## config.mk

```make
export PLATFORM = sky130hd
export DESIGN_NAME = move_scheduler
export DESIGN_NICKNAME = d
export VERILOG_FILES = /design/src/rtl/move_scheduler.sv
export SDC_FILE = /design/constraint.sdc
export NUM_CORES = 1
export LEC_CHECK = 0
export CAP_MARGIN = 25
export CELL_PAD_IN_SITES_DETAIL_PLACEMENT = 1
export CELL_PAD_IN_SITES_GLOBAL_PLACEMENT = 1
export CORE_ASPECT_RATIO = 1.2
export CORE_MARGIN = 2
export CORE_UTILIZATION = 40
export CTS_CLUSTER_DIAMETER = 150
export DETAILED_ROUTE_END_ITERATION = 7
export GPL_ROUTABILITY_DRIVEN = 0
export PLACE_DENSITY = 0.88
export SYNTH_ARGS = -nofsm -noshare
export SYNTH_HDL_FRONTEND = slang
export SYNTH_SLANG_ARGS = --single-unit
export TNS_END_PERCENT = 5
```

## constraint.sdc

```tcl
create_clock -name clk -period 8.2 [get_ports clk]
set_clock_uncertainty 0.15 [all_clocks]
set_input_delay 0.82 -clock clk [delete_from_list [all_inputs] [get_ports clk]]
set_output_delay 0.82 -clock clk [all_outputs]
set_load 0.005 [all_outputs]
```

## src/rtl/move_scheduler.sv

```systemverilog
// Ply sequencer for the all_moves generator: it launches generation, walks every move through the
// evaluator, keeps the best-scoring index for the side to move, then clears the generator.
module move_scheduler #(
  parameter int MAX_POSITIONS_LOG2 = 7,
  parameter int SCORE_WIDTH        = 16
) (
  input  logic                          clk,
  input  logic                          reset,
  input  logic                          start,
  input  logic                          white_to_move,
  output logic                          gen_board_valid,
  input  logic                          moves_ready,
  input  logic [MAX_POSITIONS_LOG2-1:0] move_count,
  output logic [MAX_POSITIONS_LOG2-1:0] move_index,
  output logic                          clear_moves,
  output logic                          eval_start,
  input  logic                          eval_done,
  input  logic signed [SCORE_WIDTH-1:0] eval_score,
  output logic                          busy,
  output logic                          done,
  output logic                          no_moves,
  output logic [MAX_POSITIONS_LOG2-1:0] best_index,
  output logic signed [SCORE_WIDTH-1:0] best_score
);

  localparam int N = MAX_POSITIONS_LOG2;
  localparam logic [N:0] ONE = {{N{1'b0}}, 1'b1};

  typedef enum logic [3:0] {
    S_IDLE, S_GEN_WAIT, S_RAM_WAIT, S_EVAL_GO, S_EVAL_WAIT,
    S_NEXT, S_CLEAR, S_CLEAR_WAIT, S_DONE
  } state_t;

  state_t                  state, state_nx;
  logic                    white, white_nx;
  logic                    gen_board_valid_nx, clear_moves_nx, eval_start_nx, done_nx;
  logic                    busy_nx, no_moves_nx;
  logic [N-1:0]            move_index_nx, best_index_nx;
  logic signed [SCORE_WIDTH-1:0] best_score_nx;
  logic [N:0]              next_index;

  function automatic logic better(input logic w,
                                  input logic signed [SCORE_WIDTH-1:0] cand,
                                  input logic signed [SCORE_WIDTH-1:0] best);
    return w ? (cand > best) : (cand < best);
  endfunction

  // One extra bit so the last index of a full 2^N-1 list cannot wrap back to 0.
  assign next_index = {1'b0, move_index} + ONE;

  always_comb begin
    state_nx           = state;
    white_nx           = white;
    gen_board_valid_nx = 1'b0;
    clear_moves_nx     = 1'b0;
    eval_start_nx      = 1'b0;
    done_nx            = 1'b0;
    busy_nx            = busy;
    no_moves_nx        = no_moves;
    move_index_nx      = move_index;
    best_index_nx      = best_index;
    best_score_nx      = best_score;
    case (state)
      S_IDLE: begin
        if (start) begin
          state_nx           = S_GEN_WAIT;
          gen_board_valid_nx = 1'b1;
          busy_nx            = 1'b1;
          white_nx           = white_to_move;
          no_moves_nx        = 1'b0;
        end
      end
      S_GEN_WAIT: begin
        if (moves_ready) begin
          if (move_count == '0) begin
            no_moves_nx    = 1'b1;
            best_index_nx  = '0;
            best_score_nx  = '0;
            clear_moves_nx = 1'b1;
            state_nx       = S_CLEAR;
          end else begin
            move_index_nx = '0;
            state_nx      = S_RAM_WAIT;
          end
        end
      end
      S_RAM_WAIT: begin
        eval_start_nx = 1'b1;
        state_nx      = S_EVAL_GO;
      end
      S_EVAL_GO: state_nx = S_EVAL_WAIT;
      S_EVAL_WAIT: begin
        if (eval_done) begin
          // Strict comparison means a tie keeps the earlier (lower) index.
          if (move_index == '0 || better(white, eval_score, best_score)) begin
            best_index_nx = move_index;
            best_score_nx = eval_score;
          end
          state_nx = S_NEXT;
        end
      end
      S_NEXT: begin
        if (next_index < {1'b0, move_count}) begin
          move_index_nx = next_index[N-1:0];
          state_nx      = S_RAM_WAIT;
        end else begin
          clear_moves_nx = 1'b1;
          state_nx       = S_CLEAR;
        end
      end
      S_CLEAR:      state_nx = S_CLEAR_WAIT;
      S_CLEAR_WAIT: begin
        done_nx  = 1'b1;
        state_nx = S_DONE;
      end
      S_DONE: begin
        busy_nx       = 1'b0;
        move_index_nx = '0;
        state_nx      = S_IDLE;
      end
      default: state_nx = S_IDLE;
    endcase
  end

  always_ff @(posedge clk or posedge reset) begin
    if (reset) begin
      state           <= S_IDLE;
      white           <= 1'b0;
      gen_board_valid <= 1'b0;
      clear_moves     <= 1'b0;
      eval_start      <= 1'b0;
      done            <= 1'b0;
      busy            <= 1'b0;
      no_moves        <= 1'b0;
      move_index      <= '0;
      best_index      <= '0;
      best_score      <= '0;
    end else begin
      state           <= state_nx;
      white           <= white_nx;
      gen_board_valid <= gen_board_valid_nx;
      clear_moves     <= clear_moves_nx;
      eval_start      <= eval_start_nx;
      done            <= done_nx;
      busy            <= busy_nx;
      no_moves        <= no_moves_nx;
      move_index      <= move_index_nx;
      best_index      <= best_index_nx;
      best_score      <= best_score_nx;
    end
  end

endmodule
```

# --- Yosys cells after proc, flatten, opt, wreduce, memory -nomap -nowiden ---
# Cells that the tools add are included.
totals:
  reg_bits: 41
  input_bits: 29
  out_inout_bits: 36
  elab_cells: 79
op_classes:
  add_sub_neg: 1
  magnitude_cmp: 3
  n_eq_ne: 15
  n_mux: 35
  reduce_logical: 14
ops:
  columns: ["operator", "count"]
  rows:
  - ["two-way mux 16 bit", 4]
  - ["two-way mux 7 bit", 7]
  - ["one-hot mux 16 bit (2 select lines)", 1]
  - ["one-hot mux 4 bit (8 select lines)", 1]
  - ["one-hot mux 7 bit (3 select lines)", 1]
  - ["equality test 4 x 3 -> 1 bit (second input constant)", 4]
  - ["> comparator 16 bit", 1]
  - ["less-than comparator 16 bit", 1]
  - ["zero test 7 bit", 2]
  - ["inequality test 2 bit (second input constant)", 7]
  - ["one-hot mux 7 bit (2 select lines)", 1]
  - ["two-way mux 1 bit", 12]
  - ["two-way mux 4 bit", 3]
  - ["adder 7 x 1 -> 8 bit (second input constant)", 1]
  - ["equality test 4 x 2 -> 1 bit (second input constant)", 2]
  - ["less-than comparator 8 x 7 -> 1 bit", 1]
  - ["AND reduction 4 bit", 2]
  - ["two-way mux 3 bit", 2]
  - ["one-hot mux 1 bit (2 select lines)", 3]
  - ["nonzero test 2 bit", 3]
  - ["AND reduction 5 bit", 1]
  - ["equality test 4 x 1 -> 1 bit (second input constant)", 1]
  - ["equality test 4 bit (second input constant)", 1]
  - ["zero test 4 bit", 1]
  - ["other kinds (4)", 5]

# --- Depth between registers and ports, before layout ---
logic_depth:
  word_depth: 6
  ltp_mapped: 11

# --- Worst setup path before layout ---
# No wires, ideal clock.
synth_timing:
  path_kind: "input to register"
  start: "in eval_score[15]"
  end: "reg best_score[0]"
  setup_ns: 0.121
  t_arrival_ns: 2.708
  t_required_ns: 7.929
  slack_ns: 5.221
  path_stages: 9
  cell_sequence: "ha_1 > nand4_2 > or3_1 > a31oi_1 > a31oi_1 > or2_2 > a41o_4 > buf_6 > a22o_1"
synth_via:
  elab_chain_cells: 5
  word_cells_on_any_way: 6
  cone_classes: "2 x order compare; 1 x eq/ne; 1 x mux; 2 x reduce/logical"
synth_lines:
  columns: ["item", "line", "rtl"]
  rows:
  - ["from (decl)", "18", "input logic signed [SCORE_WIDTH-1:0] eval_score,"]
  - ["less-than comparator 16 bit / > comparator 16 bit (equally long branches)", "45", "return w ? (cand > best) : (cand < best);"]
  - ["two-way mux 1 bit (*)", "45", null]
  - ["logical OR 1 bit (*)", "95", "if (move_index == '0 || better(white, eval_score, best_score)) begin"]
  - ["inequality test 2 bit (no source line) (*)", null, null]
  - ["AND reduction 5 bit (no source line) (*)", null, null]
  - ["to (signal assigned)", "149", "best_score <= best_score_nx;"]
  - ["to (decl)", "23", "output logic signed [SCORE_WIDTH-1:0] best_score"]
# Every way passes the cells marked *; elsewhere a longest branch is shown, timed or not.
# A chain may end at the register's enable or synchronous reset.

# --- Final worst setup path ---
layout_timing:
  start: "in eval_score[15]"
  end: "reg best_score[7]"
# Same word-level chain as after synthesis.

==> impl_metrics.tcl <==
set metrics [dict create \
    status "finished, final reports clean" \
    rows 31 \
    startpoint "eval_score[15]" \
    fmax_ghz 0.2767 \
    drc 0 \
    ys_warn_count 0 \
    p_comb_share_pct 42.5 \
    slew_viol_final 0 \
    finalCriticalPeriod_ns 3.615 \
    fin_crit_sh_pct 44.08 \
    synthTopCellsByArea "dfrtp_1 43%, ha_1 12%, a22o_1 8.4%" \
    r2r_end "move_index[0]" \
    p_leak_nw 1.516 \
    drtIter0Drc 78 \
    drt-pass1-iter-count 4 \
    vias 2058 \
    yosys.area.top_type "dfrtp_1" \
    seq_area_mm2 0.001026 \
    design.die.area_mm2 0.006668 \
    cp-end-kind "register" \
    synth_top_family_by_area "compound AO/OA/AOI/OAI gates" \
    multi_input_area_mm2 0.001206 \
    cts_made_buffers 5 \
    hp-class "register to register" \
    yosysMostFrequentCell "dfrtp_1" \
    power.density_mw_per_mm2 283.1 \
    clkTransAtPathRegs_ns 0.08 \
    synth_edf_count 0 \
    pwr-share-clk_pct 21.6 \
    clkLatencyLatePin_ns 0.31 \
    synth_cells 239 \
    via_per_inst 5.359 \
    synth_seq_area_share_pct 42.55 \
    critPathCapture "best_score[7]" \
    reg2reg_from "move_index[0]" \
    ys_ff_latch 41 \
    cts.sinks 41 \
    path_class "primary input to register" \
    seqPwrFrac_pct 36.0 \
    rsz0062_at_grt "false" \
    wire_per_inst_um 16.48 \
    grt_pass1_wl_mm 10.34 \
    cap_violations 0 \
    cts_resized 0 \
    synth_cell_types 41 \
    fillers 667 \
    grt_overflow 0 \
    cp_max_fo 14 \
    grt_max_degree 42 \
    h-tree-depth 2 \
    synth-simple-area-share_pct 12.87 \
    intPower_w 0.0005974 \
    drive_gt1_share_pct 5.629 \
    hold_buffers 0 \
    postRouteAntennaNets 0 \
    syn_to_final_growth_pct 34.25 \
    antenna_found_initial 0 \
    synth_commonest_cells "41 x dfrtp_1, 29 x inv_1, 24 x ha_1" \
    swShare_pct 34.81 \
    worstSetupStartpointType "primary input" \
    synth_xor_area_share_pct 1.816 \
    ff2ff_path_depth 10 \
    required_ns 8.29 \
    drt_wl_total_mm 6.330 \
    nNetsFinal 354 \
    setup_viol 0 \
    postCtsSetupBuffers 0 \
    setup-tns-final_ns 0 \
    hold_violations 0 \
    num_antenna_cells 0 \
    synth.area.mux_share_pct 3.736 \
    synth_ff_type "dfrtp_1" \
    synthAdderAreaFrac_pct 12.45 \
    cts_tree "done" \
    hpwl_mm 4.804 \
    syn_avg_cell_area_um2 10.09 \
    grt_usage_pct 20.55 \
    fp.dieW_um 74.88 \
    cts-root-buf "clkbuf_8" \
    slew_headroom_pct 64.05 \
    synth_top_area_share_pct 42.55 \
    worst_slew_pin_slew_ns 0.5393 \
    ios 65 \
    rrSetupSlack_ns 4.92 \
    synthesis.nets 292 \
    async_reset_ff_share_pct 100.0 \
    fp.dieH_um 89.05 \
    final_util_pct 54.54 \
    net-switching-power_w 0.0003190 \
    synth_compound_area_share_pct 19.15 \
    syn-cell-area_mm2 0.002411 \
    cts.path.max_buffers 2 \
    first_global_vias 2209 \
    portBuffers 64 \
    vdd_ir_drop_max_v 0.0001165 \
    design.core.area_mm2 0.005934 \
    crit_arrival_ns 3.70 \
    start_util_pct 40.63 \
]
cell families (layout without fill, tap and decap cells):
| logic type | count (synthesis) | count (layout) |
|---|---|---|
| compound gates | 62 | 62 |
| simple gates | 59 | 59 |
| flops | 41 | 41 |
| buf+inv | 40 | 103 |
| fa+ha+maj | 24 | 24 |
| mux | 8 | 8 |
| xor+xnor | 5 | 5 |
stage by stage:
stage                     setup slack, ns  cells  area [um^2]  hold WS [ns]  power (W)
after floorplan                     5.221    239         2411        0.3359  0.0005426
after global placement              4.026    375         3092        0.3414  0.0006927
after detailed placement            4.264    376         3103        0.3386  0.0007250
after CTS                           4.526    384         3237        0.3566  0.0009255
after global routing                4.307    384         3237        0.3892  0.0009860
final                               4.585    384         3237        0.3487  0.0009164
worst min path at each step:
| stage | startpoint | to | slack (ns) | depth (start not counted) |
|---|---|---|---|---|
| after floorplan | no_moves | no_moves | 0.34 | 2 |
| after global placement | no_moves | no_moves | 0.34 | 2 |
| after detailed placement | best_index[2] | best_index[2] | 0.34 | 1 |
| after CTS | best_index[2] | best_index[2] | 0.36 | 1 |
| after global routing | best_index[1] | best_index[1] | 0.39 | 1 |
| final | best_index[2] | best_index[2] | 0.35 | 1 |
flip-flops by register name (all words and copies together), names as in the netlist:
name and cells:
no_moves 1, best_score 16, clear_moves 1, best_index 7
move_index 7, white 1, gen_board_valid 1, state 4
eval_start 1, done 1, busy 1
placed cells by master (no fill, tap or decap), types with 6 or more instances in the layout:
cell type,n
clkdlybuf4s50_1,64
dfrtp_1,41
inv_1,29
ha_1,24
a22o_1,23
a21oi_1,15
nor2_1,14
nand2_1,10
mux2_1,7
nor2b_1,6
nor3_1,6
worst max-delay path, stage by stage:
cell             delay [ns]
clkdlybuf4s50_1        0.44
ha_1                   0.36
nand4_2                0.13
nor4_1                 0.42
o21ai_0                0.17
a31oi_1                0.25
nand3_1                0.16
a31oi_2                0.51
buf_6                  0.24
a22o_1                 0.18
layer usage:
layer / routed length (um) / vias to the layer above / GRT usage, % / part of all wire (%)
met5: 0 / - / 0 / 0
met4: 94 / 0 / 6.656 / 1.5
met3: 253 / 9 / 4.397 / 4.0
met2: 3344 / 51 / 37.08 / 53
met1: 2637 / 1027 / 23.91 / 42
li1: - / 971 / - / -
power by group through the flow:
stage	Combinational, W	Clock, W	Sequential (W)
5_1_grt	0.000440	0.000207	0.000339
4_1_cts	0.000395	0.000201	0.000330
3_5_place_dp	0.000392	0	0.000333
3_3_place_gp	0.000366	0	0.000327
6_report	0.000389	0.000198	0.000330
2_1_floorplan	0.000236	0	0.000307
final cells by class:
| cell class | count | share of cell area, % |
|---|---|---|
| multi-input cells | 158 | 37.26 |
| flip-flops and latches | 41 | 31.70 |
| repair buffers | 66 | 20.37 |
| inverters | 29 | 3.363 |
| well taps | 82 | 3.170 |
| clock buffers | 5 | 2.126 |
| clock inverters | 3 | 2.010 |
Power figures use the tool's default switching activity.
